$ cat src/rtl/spy_pkg.sv
// Shared types and default widths for the spy buffer readout path
// (memory block and freeze reader).
package spy_pkg;

    localparam int SPY_ADDR_WIDTH = 6;
    localparam int SPY_DATA_WIDTH = 64;

    // Fill value for header bits above the count/address fields and for idle out_data.
    localparam logic SPY_HDR_ZERO_PAD = 1'b0;

    typedef enum logic [2:0] {
        S_IDLE,
        S_SNAP,
        S_HEADER,
        S_ISSUE,
        S_PRESENT,
        S_DONE
    } spy_reader_state_t;

endpackage

$ cat src/rtl/spy_freeze_reader_if.sv
// Readout stream (valid/ready with last marker) from the freeze reader
// toward the readout/IPbus side.
interface spy_freeze_reader_if
    import spy_pkg::*;
#(
    parameter int DATA_WIDTH = SPY_DATA_WIDTH
);
    logic [DATA_WIDTH-1:0] out_data;
    logic                  out_valid;
    logic                  out_ready;
    logic                  out_last;

    modport master (output out_data, output out_valid, output out_last, input out_ready);
    modport slave  (input out_data, input out_valid, input out_last, output out_ready);
endinterface

$ cat src/rtl/spy_occupancy_counter.sv
// Saturating up-counter of valid words in the spy buffer, 0..2**ADDR_WIDTH.
module spy_occupancy_counter
    import spy_pkg::*;
#(
    parameter int ADDR_WIDTH = SPY_ADDR_WIDTH
) (
    input  logic                clock,
    input  logic                reset,
    input  logic                count_enable,
    output logic [ADDR_WIDTH:0] count
);
    localparam logic [ADDR_WIDTH:0] SIZE = (ADDR_WIDTH + 1)'(1) << ADDR_WIDTH;

    // NOTE: reset is synchronous and active-low, so it is tested inside the
    // clocked branch; state uses non-blocking assignments only.
    always_ff @(posedge clock) begin
        if (!reset) begin
            count <= '0;
        end else if (count_enable && (count != SIZE)) begin
            count <= count + 1'b1;
        end
    end
endmodule

$ cat src/rtl/spy_freeze_reader.sv
// Freezes the spy buffer on request and streams its history out, oldest word first.
// Define SPY_READER_HEADER_EN to prefix each readout with a {start addr, count} header word.
module spy_freeze_reader
    import spy_pkg::*;
#(
    parameter int ADDR_WIDTH = SPY_ADDR_WIDTH,
    parameter int DATA_WIDTH = SPY_DATA_WIDTH
) (
    input  logic                  clock,
    input  logic                  reset,
    input  logic                  freeze_req,
    input  logic                  mem_write_enable,
    input  logic [ADDR_WIDTH-1:0] mem_write_pointer,
    input  logic [DATA_WIDTH-1:0] mem_read_data,
    output logic [ADDR_WIDTH-1:0] mem_read_addr,
    output logic                  mem_read_enable,
    output logic                  freeze,
    output logic                  done,
    output logic [ADDR_WIDTH:0]   occupancy,
    spy_freeze_reader_if.master   stream
);
    localparam int CNT_WIDTH = ADDR_WIDTH + 1;
    localparam int HDR_PAD   = DATA_WIDTH - ADDR_WIDTH - CNT_WIDTH;

    spy_reader_state_t     state;
    logic [CNT_WIDTH-1:0]  cnt;
    logic [ADDR_WIDTH-1:0] addr;
    logic [ADDR_WIDTH-1:0] start_addr;
    logic [DATA_WIDTH-1:0] header_word;
    logic                  out_valid_q;
    logic                  out_last_q;
    logic                  handshake;

    spy_occupancy_counter #(.ADDR_WIDTH(ADDR_WIDTH)) u_occupancy (
        .clock        (clock),
        .reset        (reset),
        .count_enable (mem_write_enable && (state == S_IDLE)),
        .count        (occupancy)
    );

    // A full buffer drops the MSB of occupancy, leaving start == write pointer.
    assign start_addr  = mem_write_pointer - occupancy[ADDR_WIDTH-1:0];
    assign header_word = {{HDR_PAD{SPY_HDR_ZERO_PAD}}, addr, cnt};
    assign handshake   = out_valid_q && stream.out_ready;

    assign freeze           = (state != S_IDLE);
    assign stream.out_valid = out_valid_q;
    assign stream.out_last  = out_last_q;

    // The memory holds its read data while read_enable is low, so data beats pass straight through.
    always_comb begin
        stream.out_data = {DATA_WIDTH{SPY_HDR_ZERO_PAD}};
        if (out_valid_q) begin
            stream.out_data = (state == S_HEADER) ? header_word : mem_read_data;
        end
    end

    always_ff @(posedge clock) begin
        if (!reset) begin
            state           <= S_IDLE;
            cnt             <= '0;
            addr            <= '0;
            mem_read_enable <= 1'b0;
            mem_read_addr   <= '0;
            out_valid_q     <= 1'b0;
            out_last_q      <= 1'b0;
            done            <= 1'b0;
        end else begin
            case (state)
                S_IDLE: begin
                    if (freeze_req) state <= S_SNAP;
                end
                S_SNAP: begin
                    cnt  <= occupancy;
                    addr <= start_addr;
`ifdef SPY_READER_HEADER_EN
                    state       <= S_HEADER;
                    out_valid_q <= 1'b1;
                    out_last_q  <= (occupancy == '0);
`else
                    if (occupancy == '0) begin
                        state <= S_DONE;
                        done  <= 1'b1;
                    end else begin
                        state           <= S_ISSUE;
                        mem_read_enable <= 1'b1;
                        mem_read_addr   <= start_addr;
                    end
`endif
                end
`ifdef SPY_READER_HEADER_EN
                S_HEADER: begin
                    if (handshake) begin
                        out_valid_q <= 1'b0;
                        out_last_q  <= 1'b0;
                        if (cnt == '0) begin
                            state <= S_DONE;
                            done  <= 1'b1;
                        end else begin
                            state           <= S_ISSUE;
                            mem_read_enable <= 1'b1;
                            mem_read_addr   <= addr;
                        end
                    end
                end
`endif
                S_ISSUE: begin
                    mem_read_enable <= 1'b0;
                    out_valid_q     <= 1'b1;
                    out_last_q      <= (cnt == CNT_WIDTH'(1));
                    state           <= S_PRESENT;
                end
                S_PRESENT: begin
                    if (handshake) begin
                        out_valid_q <= 1'b0;
                        out_last_q  <= 1'b0;
                        addr        <= addr + 1'b1;
                        cnt         <= cnt - 1'b1;
                        if (cnt == CNT_WIDTH'(1)) begin
                            state <= S_DONE;
                            done  <= 1'b1;
                        end else begin
                            state           <= S_ISSUE;
                            mem_read_enable <= 1'b1;
                            mem_read_addr   <= addr + 1'b1;
                        end
                    end
                end
                S_DONE: begin
                    done  <= 1'b0;
                    state <= S_IDLE;
                end
                default: state <= S_IDLE;
            endcase
        end
    end
endmodule

$ cat src/flat_wrapper.sv
// flat-port wrapper written by rule: the top's interface ports become plain ports
module spy_freeze_reader_flat import spy_pkg::*;
#(
    parameter int ADDR_WIDTH = SPY_ADDR_WIDTH,
    parameter int DATA_WIDTH = SPY_DATA_WIDTH
)
  (clock, reset, freeze_req, mem_write_enable, mem_write_pointer, mem_read_data, mem_read_addr, mem_read_enable, freeze, done, occupancy, stream_out_data, stream_out_valid, stream_out_last, stream_out_ready);
  spy_freeze_reader_if #(.DATA_WIDTH(DATA_WIDTH)) stream_i ();
  input  logic clock;
  input  logic reset;
  input  logic freeze_req;
  input  logic mem_write_enable;
  input  logic [ADDR_WIDTH-1:0] mem_write_pointer;
  input  logic [DATA_WIDTH-1:0] mem_read_data;
  output logic [ADDR_WIDTH-1:0] mem_read_addr;
  output logic mem_read_enable;
  output logic freeze;
  output logic done;
  output logic [ADDR_WIDTH:0] occupancy;
  output wire logic [$bits(stream_i.out_data)-1:0] stream_out_data;
  output wire logic [$bits(stream_i.out_valid)-1:0] stream_out_valid;
  output wire logic [$bits(stream_i.out_last)-1:0] stream_out_last;
  input wire logic [$bits(stream_i.out_ready)-1:0] stream_out_ready;
  assign stream_out_data = stream_i.out_data;
  assign stream_out_valid = stream_i.out_valid;
  assign stream_out_last = stream_i.out_last;
  assign stream_i.out_ready = stream_out_ready;
  spy_freeze_reader #(.ADDR_WIDTH(ADDR_WIDTH), .DATA_WIDTH(DATA_WIDTH)) u_core (.clock(clock), .reset(reset), .freeze_req(freeze_req), .mem_write_enable(mem_write_enable), .mem_write_pointer(mem_write_pointer), .mem_read_data(mem_read_data), .mem_read_addr(mem_read_addr), .mem_read_enable(mem_read_enable), .freeze(freeze), .done(done), .occupancy(occupancy), .stream(stream_i));
endmodule
$ cat config.mk
export PLATFORM = sky130hd
export DESIGN_NAME = spy_freeze_reader_flat
export DESIGN_NICKNAME = d
export VERILOG_FILES = /design/src/rtl/spy_pkg.sv /design/src/rtl/spy_freeze_reader_if.sv /design/src/rtl/spy_occupancy_counter.sv /design/src/rtl/spy_freeze_reader.sv /design/src/flat_wrapper.sv
export SDC_FILE = /design/constraint.sdc
export NUM_CORES = 1
export LEC_CHECK = 0
export CORE_ASPECT_RATIO = 1.4
export CORE_MARGIN = 1
export CORE_UTILIZATION = 40
export CTS_BUF_LIST = sky130_fd_sc_hd__clkbuf_8 sky130_fd_sc_hd__clkbuf_16
export CTS_CLUSTER_SIZE = 24
export DETAILED_ROUTE_END_ITERATION = 10
export PLACE_DENSITY = 0.87
export REMOVE_ABC_BUFFERS = 1
export SLEW_MARGIN = 30
export SYNTH_ARGS = -nofsm -noshare
export SYNTH_HDL_FRONTEND = slang
export SYNTH_SLANG_ARGS = --single-unit
export TNS_END_PERCENT = 30
$ cat constraint.sdc
create_clock -name clock -period 4.8 [get_ports clock]
set_input_delay 0.96 -clock clock [delete_from_list [all_inputs] [get_ports clock]]
set_output_delay 0.96 -clock clock [all_outputs]
set_load 0.005 [all_outputs]
==> results.ini <==
[pwr]
clockPowerShare_pct=26.2
p_switching_uw=256
p_seq_share_pct=41.7
swShare_pct=32.4
p_per_area_nw_per_um2=191
leakage_uw=0.00155
combPwrFrac_pct=32.0
vdd_drop_max_v=0.000197
power.internal_uw=533

[critical_path]
crit_chain=nor2b_1 -> and2_1 -> nor2b_2 -> buf_4 -> and2_1 -> clkdlybuf4s50_1
worstSetupPathDepth=6
cp_max_fo=32
cpMaxStageDelayCell=dfxtp_1
cp_num_buf_inv=2
worstPathRequired_ns=3.84
arrival_ns=2.77
timing.rr.start=u_core.stream.out_valid
ff2ff_setup_slack_ns=2.51
r2r_cells=4
max_stage_delay_ns=0.57
cp-start-kind=flop
critical_path.most_common_cell=and2_1
r2r_end=u_core.cnt[0]
cp-end-kind=output pin
cp_top_family=simple AND/OR/NAND/NOR gates
path_class=flop to output pin

[synth]
synth_area_leaders=dfxtp_1, and2_1, mux2i_1
synth_ff_type=dfxtp_1
ys_seq_area_share_pct=26.5
synth_top_area_share_pct=26.5
synthDistinctLibCells=52
async_flop_share_pct=0
yosys_warnings=0
syn_inst=321
synth-edff-count=0
yosysTopAreaCell=dfxtp_1
yosys_register_bits=33
syn_area_per_cell_um2=7.77
syn_area_um2=2490

[placement]
dp_hpwl_um=7500
numPortBuffers=156
place_congestion=0.967
dp.cells=529

[global_route]
grt_pass1_wl_um=13700
grt_max_degree=33
track_usage_pct=29.4
overflow=0
grt_pass1_vias=2684
antenna_found_initial=0

[timing]
rsz0062_at_grt=no
tightest_slew_ns=0.898
finalHoldViolations=0
clock_skew_ns=0.00543
slew_violations=0
finalCritPeriodShare_pct=77.7
finalSetupViolations=0
min_period_ns=3.73
max_freq_mhz=268
max_slew_margin_pct=39.9
fin_setup_tns_ns=0

[floorplanning]
ios=157
die_w_um=68.7
chipHeight_um=95.4
floorplan.initialDensity_pct=41.9
core_area_um2=5950
rows=33
die_area_um2=6560

[route]
drt_iter0_drc=140
post_drt_wl_per_cell_um=17.9
drt-vias-per-instance=5.53
dr.pass1.iters=5
wirelength_um=9610
drc=0
vias=2969
antenna_left=0

[final_layout]
register_area_um2=661
drive_above_1_share_pct=3.64
syn2layout_area_growth_pct=65.8
finalNonFillerCells=537
antennaDiodeCount=0
num-fill-cells=495
fin_nets=552
multi_input_area_um2=1680

[hold_path]
whs_endpoint=u_core.mem_read_addr[4]
min_from=u_core.mem_read_addr[4]
hold_path.class=flop to flop
whs_path_depth=2

[clock_tree]
cts_buffers=5
cts_htree_levels=2
postCtsSetupRepairBufs=0
cts_hold_buf=0
path_clk_slew_ns=0.07
clk_path_buf_depth=2
clk_latency_ns=0.30
root_buffer=clkbuf_8
numClockSinks=33
post_cts_resize_count=0
cts_tree=yes

[outcome]
outcome=completed

[flow_run]
max-cap-violations=0

==> stage by stage <==
stage / area (µm²) / power, µW / worst slack [ns] / utilization (%) / hold slack (ns)
after global placement: 4050 / 578 / 1.54 / 68.2 / 0.461
after CTS: 4140 / 785 / 1.13 / 69.5 / 0.484
after global routing: 4140 / 829 / 0.890 / 69.5 / 0.510
after detailed placement: 4050 / 582 / 1.46 / 68.2 / 0.475
after floorplan: 2390 / 447 / 1.88 / - / 0.463
final: 4140 / 789 / 1.07 / 69.5 / 0.476
==> worst max path at each step <==
stage	start	endpoint	slack, ns
final	u_core.state[2]	stream_out_data[39]	1.07
after global routing	u_core.state[2]	stream_out_data[49]	0.89
after CTS	u_core.state[2]	stream_out_data[49]	1.13
after detailed placement	u_core.state[2]	stream_out_data[49]	1.46
after global placement	u_core.state[1]	stream_out_data[39]	1.54
after floorplan	u_core.state[2]	stream_out_data[13]	1.88
==> layout make-up <==
cell class,instances,share of cell area (%)
Timing Repair Buffer,158,38.1
Inverter,13,1.18
Clock buffer,5,1.66
Sequential cell,33,16.0
Tap cell,70,2.12
Multi-Input combinational cell,255,40.6
Clock inverter,3,0.333
==> synth_stat cells (5+ instances only) <==
library cell / n
inv_1: 13
ha_1: 10
a21oi_1: 16
nor2b_1: 15
xnor2_1: 9
dfxtp_1: 33
o21ai_0: 16
nor2_1: 26
a31oi_1: 5
a211oi_1: 6
clkbuf_1: 10
xor2_1: 5
mux2i_1: 13
buf_2: 6
nand2_1: 23
and2_1: 53
nand3_1: 8
==> cell families (layout without fill, tap and decap cells) <==
| logic type | Yosys count | count (layout) | synth area share (%) |
|---|---|---|---|
| buffers and inverters | 33 | 179 | 6.17 |
| and+or+nand+nor | 148 | 148 | 32.8 |
| AOI/OAI and AO/OA | 69 | 69 | 18.6 |
| muxes | 13 | 13 | 5.22 |
| xor gates and xnor gates | 14 | 14 | 4.92 |
| DFF | 33 | 33 | 26.5 |
| adders and majority gates | 11 | 11 | 5.82 |
==> sequential cells by signal (all words and copies together), names as in the netlist <==
signal and cells:
u_core.done 1, u_core.cnt 7, u_core.stream.out_last 1, u_core.mem_read_enable 1
u_core.addr 6, u_core.state 3, u_core.mem_read_addr 6, u_core.u_occupancy.count 7
u_core.stream.out_valid 1
==> power by group through the flow <==
stage	Combinational, µW	Sequential [µW]	Clock, µW
after detailed placement	248	334	0
after floorplan	120	326	0
after global placement	245	333	0
final	253	329	207
after CTS	252	328	205
after global routing	275	332	221
==> routing by layer <==
metal / share of wire, % / wire length (µm) / GRT usage, %
met1: 37 / 3560 / 34.3
met2: 47 / 4530 / 49.7
met3: 14 / 1300 / 9.33
met4: 2.2 / 208 / 10.0
met5: 0 / 0 / 0
==> worst min-delay path, stage by stage (launching register included) <==
cell     delay (ns)
dfxtp_1        0.31
nand2_1        0.05
o22ai_1        0.06
==> placed cells by master (no fill, tap or decap), types with 2 or more instances in the layout <==
cell type        instances
a21o_1                   2
nor2_1                  26
buf_4                    2
a21oi_1                 16
nand4_1                  3
o211a_1                  2
xor2_1                   5
o21ai_0                 16
clkinv_2                 2
nand3_1                  8
ha_1                    10
or3_1                    3
nand2_1                 23
and2_1                  53
o22ai_1                  4
xnor2_1                  9
and3_1                   2
clkdlybuf4s50_1        156
inv_1                   14
nor2b_1                 15
a211oi_1                 6
dfxtp_1                 33
a22o_1                   2
a22oi_1                  4
nor3_1                   4
mux2i_1                 13
clkbuf_8                 5
a31oi_1                  5
Power figures use the tool's default switching activity.
